<file path="config.mk">
export PLATFORM = sky130hd
export DESIGN_NAME = interfaz_vga
export DESIGN_NICKNAME = d
export VERILOG_FILES = /design/src/rtl/interfaz_vga.sv
export SDC_FILE = /design/constraint.sdc
export NUM_CORES = 1
export LEC_CHECK = 0
export CAP_MARGIN = 15
export CORE_MARGIN = 3
export CORE_UTILIZATION = 56
export DETAILED_ROUTE_END_ITERATION = 10
export PLACE_DENSITY = 0.74
export SLEW_MARGIN = 20
export SYNTH_ARGS = -nofsm -noshare
export SYNTH_HDL_FRONTEND = slang
export SYNTH_SLANG_ARGS = --single-unit
</file>
<file path="constraint.sdc">
create_clock -name clk -period 7.2 [get_ports clk]
set_input_delay 1.44 -clock clk [delete_from_list [all_inputs] [get_ports clk]]
set_output_delay 1.44 -clock clk [all_outputs]
set_load 0.03 [all_outputs]
</file>
<file path="src/rtl/interfaz_vga.sv">
// 640x480 VGA text overlay: 25 MHz sync generator from a 100 MHz clock, 8-byte RTC
// capture sequencer, and BCD digit rendering through a combinational glyph ROM.
module interfaz_vga (
    input  logic        clk,
    input  logic        reset,
    input  logic        inicioSecuencia,
    input  logic [7:0]  datoRTC,
    input  logic        temporizador,
    input  logic        temporizadorFin,
    input  logic [2:0]  cursor,
    output logic [11:0] rgb,
    output logic        hsync,
    output logic        vsync,
    output logic        font_bit,
    output logic        video_on
);

    typedef enum logic {SEQ_IDLE, SEQ_LOAD} seq_state_t;

    localparam logic [3:0] G_COLON = 4'd10;
    localparam logic [3:0] G_SLASH = 4'd11;
    localparam logic [3:0] G_BLANK = 4'd15;

    logic [1:0]  div_q, div_d;
    logic        tick;
    logic [9:0]  x_q, x_d, y_q, y_d;
    seq_state_t  state_q, state_d;
    logic [2:0]  idx_q, idx_d;
    logic        inicio_q, inicio_d;
    logic        wr_en;
    logic [7:0]  dat_q [8];

    logic [6:0]  col;
    logic [4:0]  row;
    logic [2:0]  pos;
    logic        in_field, hi_nib, tmr_row;
    logic [2:0]  fld;
    logic [7:0]  fld_byte;
    logic [3:0]  nib, code;
    logic [7:0]  glyph_bits;
    logic        vis, ink;
    logic [11:0] colour;

    logic [11:0] rgb_q, rgb_d;
    logic        hsync_q, hsync_d, vsync_q, vsync_d;
    logic        font_bit_q, font_bit_d, video_on_q, video_on_d;

    // 8x16 glyphs, row 0 in the top byte of each bitmap
    function automatic logic [7:0] glyph_rom(input logic [3:0] g, input logic [3:0] r);
        logic [127:0] bmp;
        case (g)
            4'd0:    bmp = 128'h0000_7CC6_C6CE_DEF6_E6C6_C67C_0000_0000;
            4'd1:    bmp = 128'h0000_1838_7818_1818_1818_187E_0000_0000;
            4'd2:    bmp = 128'h0000_7CC6_060C_1830_60C0_C6FE_0000_0000;
            4'd3:    bmp = 128'h0000_7CC6_0606_3C06_0606_C67C_0000_0000;
            4'd4:    bmp = 128'h0000_0C1C_3C6C_CCFE_0C0C_0C1E_0000_0000;
            4'd5:    bmp = 128'h0000_FEC0_C0C0_FC06_0606_C67C_0000_0000;
            4'd6:    bmp = 128'h0000_3860_C0C0_FCC6_C6C6_C67C_0000_0000;
            4'd7:    bmp = 128'h0000_FEC6_0606_0C18_3030_3030_0000_0000;
            4'd8:    bmp = 128'h0000_7CC6_C6C6_7CC6_C6C6_C67C_0000_0000;
            4'd9:    bmp = 128'h0000_7CC6_C6C6_7E06_0606_0C78_0000_0000;
            G_COLON: bmp = 128'h0000_0000_1818_0000_0018_1800_0000_0000;
            G_SLASH: bmp = 128'h0000_0000_0206_0C18_3060_C080_0000_0000;
            default: bmp = '0;
        endcase
        return bmp[{~r, 3'b111} -: 8];
    endfunction

    always_comb begin
        div_d = div_q + 2'd1;
        tick  = (div_q == 2'd3);
        x_d   = x_q;
        y_d   = y_q;
        if (tick) begin
            if (x_q == 10'd799) begin
                x_d = '0;
                y_d = (y_q == 10'd524) ? '0 : y_q + 10'd1;
            end else begin
                x_d = x_q + 10'd1;
            end
        end
    end

    always_comb begin
        state_d  = state_q;
        idx_d    = idx_q;
        inicio_d = inicioSecuencia;
        wr_en    = 1'b0;
        case (state_q)
            SEQ_IDLE: begin
                if (inicioSecuencia && !inicio_q) begin
                    state_d = SEQ_LOAD;
                    idx_d   = '0;
                end
            end
            SEQ_LOAD: begin
                wr_en = 1'b1;
                idx_d = idx_q + 3'd1;
                if (idx_q == 3'd7) state_d = SEQ_IDLE;
            end
            default: state_d = SEQ_IDLE;
        endcase
    end

    always_comb begin
        col      = x_q[9:3];
        row      = y_q[8:4];
        pos      = '0;
        in_field = 1'b0;
        hi_nib   = 1'b0;
        tmr_row  = 1'b0;
        fld      = '0;
        code     = G_BLANK;
        // Date/time rows share one 8-cell layout; pos 2 and 5 are the separators
        if ((row == 5'd10 || row == 5'd14) && col >= 7'd36 && col <= 7'd43) begin
            pos = col[2:0] - 3'd4;
            case (pos)
                3'd2, 3'd5: code = (row == 5'd10) ? G_SLASH : G_COLON;
                default: begin
                    in_field = 1'b1;
                    hi_nib   = (pos == 3'd0) || (pos == 3'd3) || (pos == 3'd6);
                    if (row == 5'd10) fld = (pos < 3'd2) ? 3'd3 : (pos < 3'd5) ? 3'd4 : 3'd5;
                    else              fld = (pos < 3'd2) ? 3'd2 : (pos < 3'd5) ? 3'd1 : 3'd0;
                end
            endcase
        end else if (row == 5'd18 && temporizador && col >= 7'd37 && col <= 7'd41) begin
            tmr_row = 1'b1;
            pos     = col[2:0] - 3'd5;
            if (pos == 3'd2) begin
                code = G_COLON;
            end else begin
                in_field = 1'b1;
                hi_nib   = (pos == 3'd0) || (pos == 3'd3);
                fld      = (pos < 3'd2) ? 3'd7 : 3'd6;
            end
        end
        fld_byte = dat_q[fld];
        nib      = hi_nib ? fld_byte[7:4] : fld_byte[3:0];
        if (in_field) code = (nib > 4'd9) ? G_BLANK : nib;
        glyph_bits = glyph_rom(code, y_q[3:0]);
        vis = (x_q < 10'd640) && (y_q < 10'd480);
        ink = vis && glyph_bits[~x_q[2:0]];
        if (in_field && fld == cursor)      colour = 12'hFF0;
        else if (tmr_row && temporizadorFin) colour = 12'hF00;
        else                                 colour = 12'hFFF;
        rgb_d      = ink ? colour : '0;
        font_bit_d = ink;
        video_on_d = vis;
        hsync_d    = !((x_q >= 10'd656) && (x_q <= 10'd751));
        vsync_d    = !((y_q >= 10'd490) && (y_q <= 10'd491));
    end

    always_ff @(posedge clk or posedge reset) begin
        if (reset) begin
            div_q      <= '0;
            x_q        <= '0;
            y_q        <= '0;
            state_q    <= SEQ_IDLE;
            idx_q      <= '0;
            inicio_q   <= 1'b0;
            rgb_q      <= '0;
            hsync_q    <= 1'b1;
            vsync_q    <= 1'b1;
            font_bit_q <= 1'b0;
            video_on_q <= 1'b0;
        end else begin
            div_q      <= div_d;
            x_q        <= x_d;
            y_q        <= y_d;
            state_q    <= state_d;
            idx_q      <= idx_d;
            inicio_q   <= inicio_d;
            rgb_q      <= rgb_d;
            hsync_q    <= hsync_d;
            vsync_q    <= vsync_d;
            font_bit_q <= font_bit_d;
            video_on_q <= video_on_d;
        end
    end

    // Captured bytes deliberately survive reset
    always_ff @(posedge clk) begin
        if (wr_en) dat_q[idx_q] <= datoRTC;
    end

    assign rgb      = rgb_q;
    assign hsync    = hsync_q;
    assign vsync    = vsync_q;
    assign font_bit = font_bit_q;
    assign video_on = video_on_q;

endmodule

</file>
==> impl_results.md <==
- Initial antenna violation count: 0
- Setup crit end kind: flop
- Ys flop type: edfxtp_1
- Static leakage power: about 2.6 nW
- Clock sink count: 97
- CP max-delay cell: nor2_2
- ANT nets after route: 0
- Via density: approximately 7
- Hold Fails Final Rpt: 0
- Status: completed
- Hold_buf cts: 0
- Design Power: 0.00145 W
- Final min period: approximately 6.6 ns
- First-pass GRT wire length: between 30,000 and 40,000 um
- Netlist Area Pre-Place: around 6600 um^2
- RSZ-0062 raised after global routing: false
- Post-synthesis sequential area ratio: 41.8%
- Area post-placement: about 6900 um^2
- Final nets: around 720
- CP Class: in -> reg
- Grt ovf: 0
- # IOs: 32
- Fmax: 151 MHz
- CP max stage delay: ~0.6 ns
- CP arrival: 6.88 ns
- Synth cell types: 97
- Power Density: between 200 and 250 nW/um^2
- Largest buffer count on any clock path: 2
- Worst VDD drop: between 0.2 and 0.3 mV
- Clk_lat worst skew: around 0.36 ns
- Placer Congestion: 1.02
- Core area: 11,200 um^2
- Syn_nets: around 700
- Final period util: between 90% and 100%
- Critical path's top delay family: simple AND/OR/NAND/NOR gates
- Post-synth EDFFs: between 60 and 70
- Max-Cap Viols: 0
- Placed cell count: a little over 800
- Final instance area: 7200 um^2
- CP max FO: 13
- Reg area: between 2000 and 3000 um^2
- Slew at the pin closest to its max-slew limit: 0.902 ns
- Synth warnings: 0
- Via count: ~5,700
- Multi-input gate area: approximately 3400 um^2
- Cts repair resizes: 0
- Starting density of the core: approximately three fifths
- Number of antenna diodes: 0
- # DRC: 0
- WP data required: about 7.5 ns
- Largest net degree at the start of global routing: 33
- CTS root buffer: clkbuf_16
- Final std cells w/o fill: just over 800
- CTS tree: yes
- Post-Route WL: just under 20,000 um
- Die Span X: 114 um
- Vias in the first global route: 5,708
- Iter 0 DRT Violations: 646
- Crit path buf inv count: 2
- WL per Instance: between 20 and 25 um
- Htree depth: 3
- Place WS: approximately 0.33 ns
- Layout cell share with drive strength beyond 1: around 12%
- PortBufs: 31
- Post-detail-place hpwl: ~14,000 um
- Drt first pass iters: 5
- Die area: 13,100 um^2
- Max-slew violations: 0
- Clk pin slew, worst setup/hold paths: roughly 0.070 ns
- Worst slew margin: approximately two fifths
- Fill cells: 881
- Die Height: 114 um
- Syn avg cell area: 9.91 um^2
- Cts bufs inserted: 9
- Setup TNS: 0 ns
- Worst-path cell chain: clkdlybuf4s50_1, and4b_1, and3_1, and4_1, nor2_2, mux2_2, o211ai_1, and3_4, and2_4, a21oi_4, o21ai_2, inv_2, ha_1, nand2_1, a32oi_1, o21ai_0, nor4b_1, a41o_1, o22a_2, o311ai_4, a211oi_2
- Startpoint types: primary input
- Area delta synth->final: 9.45%
- Worst hold path type: reg -> reg
- Clock skew: ~0.010 ns
- Post-CTS Setup Bufs: 0
- Setup ws final: 0.591 ns
- Post-synth ARST share: about a third
- Register bit total from synthesis: between 90 and 100
- Cells after Synth: 664
- Rows: 38
- Global Route Usage Sum: a little under a third
- Finish-stage setup viols: 0
cell type report:
cell class	count	share of cell area [%]
multi-input combinational	494	47.6
sequential	97	38.2
clock inverter	7	0.869
tap	140	2.43
clock buffer	9	3.13
inverter	25	1.30
timing repair buffer	52	6.50
Yosys cell counts, types with 5 or more instances:
library cell	count	area [um^2]
a31oi_1	11	68.8
edfxtp_1	64	1920
or3_1	10	62.6
or4_1	7	52.6
and3_1	18	113
a21oi_1	34	170
o21ai_0	41	205
buf_4	11	82.6
clkbuf_1	16	60.1
buf_6	10	113
inv_1	22	82.6
nand3_1	23	115
o31ai_1	5	37.5
a211oi_1	12	90.1
mux2i_1	11	110
a21o_1	5	37.5
mux2_2	5	56.3
ha_1	22	275
and4_1	5	43.8
nand4_1	11	68.8
nand2b_1	8	50.1
nor4_1	6	37.5
xnor2_1	14	123
nand2_1	61	229
a211oi_2	5	62.6
nor2_1	41	154
and2_1	7	43.8
dfrtp_1	31	776
o211ai_1	13	97.6
buf_2	10	50.1
nor3_1	14	70.1
metal layers:
metal	up-vias	track usage [%]	wire (um)
met5	-	0	0
met4	0	16.9	890
met3	79	6.34	1780
met2	379	49.8	9340
met1	2729	38.6	7640
li1	2555	-	-
cells in the final DEF (no fill, tap or decap), types with 5 or more instances in the layout:
master            n
a211oi_1         12
a211oi_2          5
a21o_1            5
a21oi_1          34
a31oi_1          11
and2_1            7
and3_1           18
and4_1            5
buf_4            21
clkbuf_16         9
clkdlybuf4s50_1  31
dfrtp_1          31
edfxtp_1         64
ha_1             22
inv_1            22
mux2_2            5
mux2i_1          11
nand2_1          61
nand2b_1          8
nand3_1          23
nand4_1          11
nor2_1           41
nor3_1           14
nor4_1            6
o211ai_1         13
o21ai_0          41
o31ai_1           5
or3_1            10
or4_1             7
xnor2_1          14
logic make-up after synthesis:
group                      synth area share [%]
DFF                                        41.8
adders and majority gates                  4.18
buffers and inverters                      6.12
AOI/OAI and AO/OA                          21.8
and+or+nand+nor                            20.9
muxes                                      2.87
xor gates and xnor gates                   2.26
stage by stage:
step,utilization [%],hold slack [ns]
2_1_floorplan,-,0.401
3_3_place_gp,61.9,0.413
3_5_place_dp,61.9,0.430
4_1_cts,64.5,0.441
5_1_grt,64.5,0.461
6_report,64.5,0.435
where the power goes:
group,internal [W],switching (W)
Clock,0.000241,0.000230
Combinational,0.0000728,0.000159
Sequential,0.000704,0.0000421
worst register-to-register path, cell delays in order (launching register included):
cell and delay [ns]:
dfrtp_1 0.68, inv_1 0.22, ha_1 0.31, o311ai_0 0.39
nand3b_1 0.26, and4_1 0.24, nor2_2 0.60, mux2_2 0.41
o211ai_1 0.27, and3_4 0.36, and2_4 0.23, a21oi_4 0.07
o21ai_2 0.26, inv_2 0.12, ha_1 0.26, nand2_1 0.18
a32oi_1 0.12, o21ai_0 0.36, nor4b_1 0.39, a41o_1 0.15
o22a_2 0.15, o311ai_4 0.11, a211oi_2 0.21
path summary, 6_finish.rpt:
check / startpoint / endpoint / slack (ns) / depth (start not counted)
worst min register to register: div_q[0]$_DFF_PP0_ / div_q[0]$_DFF_PP0_ / 0.44 / 1
min in group asynchronous: reset / div_q[0]$_DFF_PP0_ / 1.22 / 2
worst max-delay path: temporizador / rgb[3]$_DFF_PP0_ / 0.59 / 21
worst min-delay path: div_q[0]$_DFF_PP0_ / div_q[0]$_DFF_PP0_ / 0.44 / 1
worst max register to register: x_q[4]$_DFFE_PP0N_ / rgb[3]$_DFF_PP0_ / 0.75 / 22
max in group asynchronous: reset / vsync$_DFF_PP1_ / 5.38 / 3
flip-flops by register name, summed over array words and instances, names as in the netlist:
register  cells
x_q          10
state_q       1
div_q         2
dat_q        64
inicio_q      1
vsync         1
idx_q         3
y_q          10
rgb           3
video_on      1
hsync         1
Note: power is estimated with default switching activity, not from simulation.
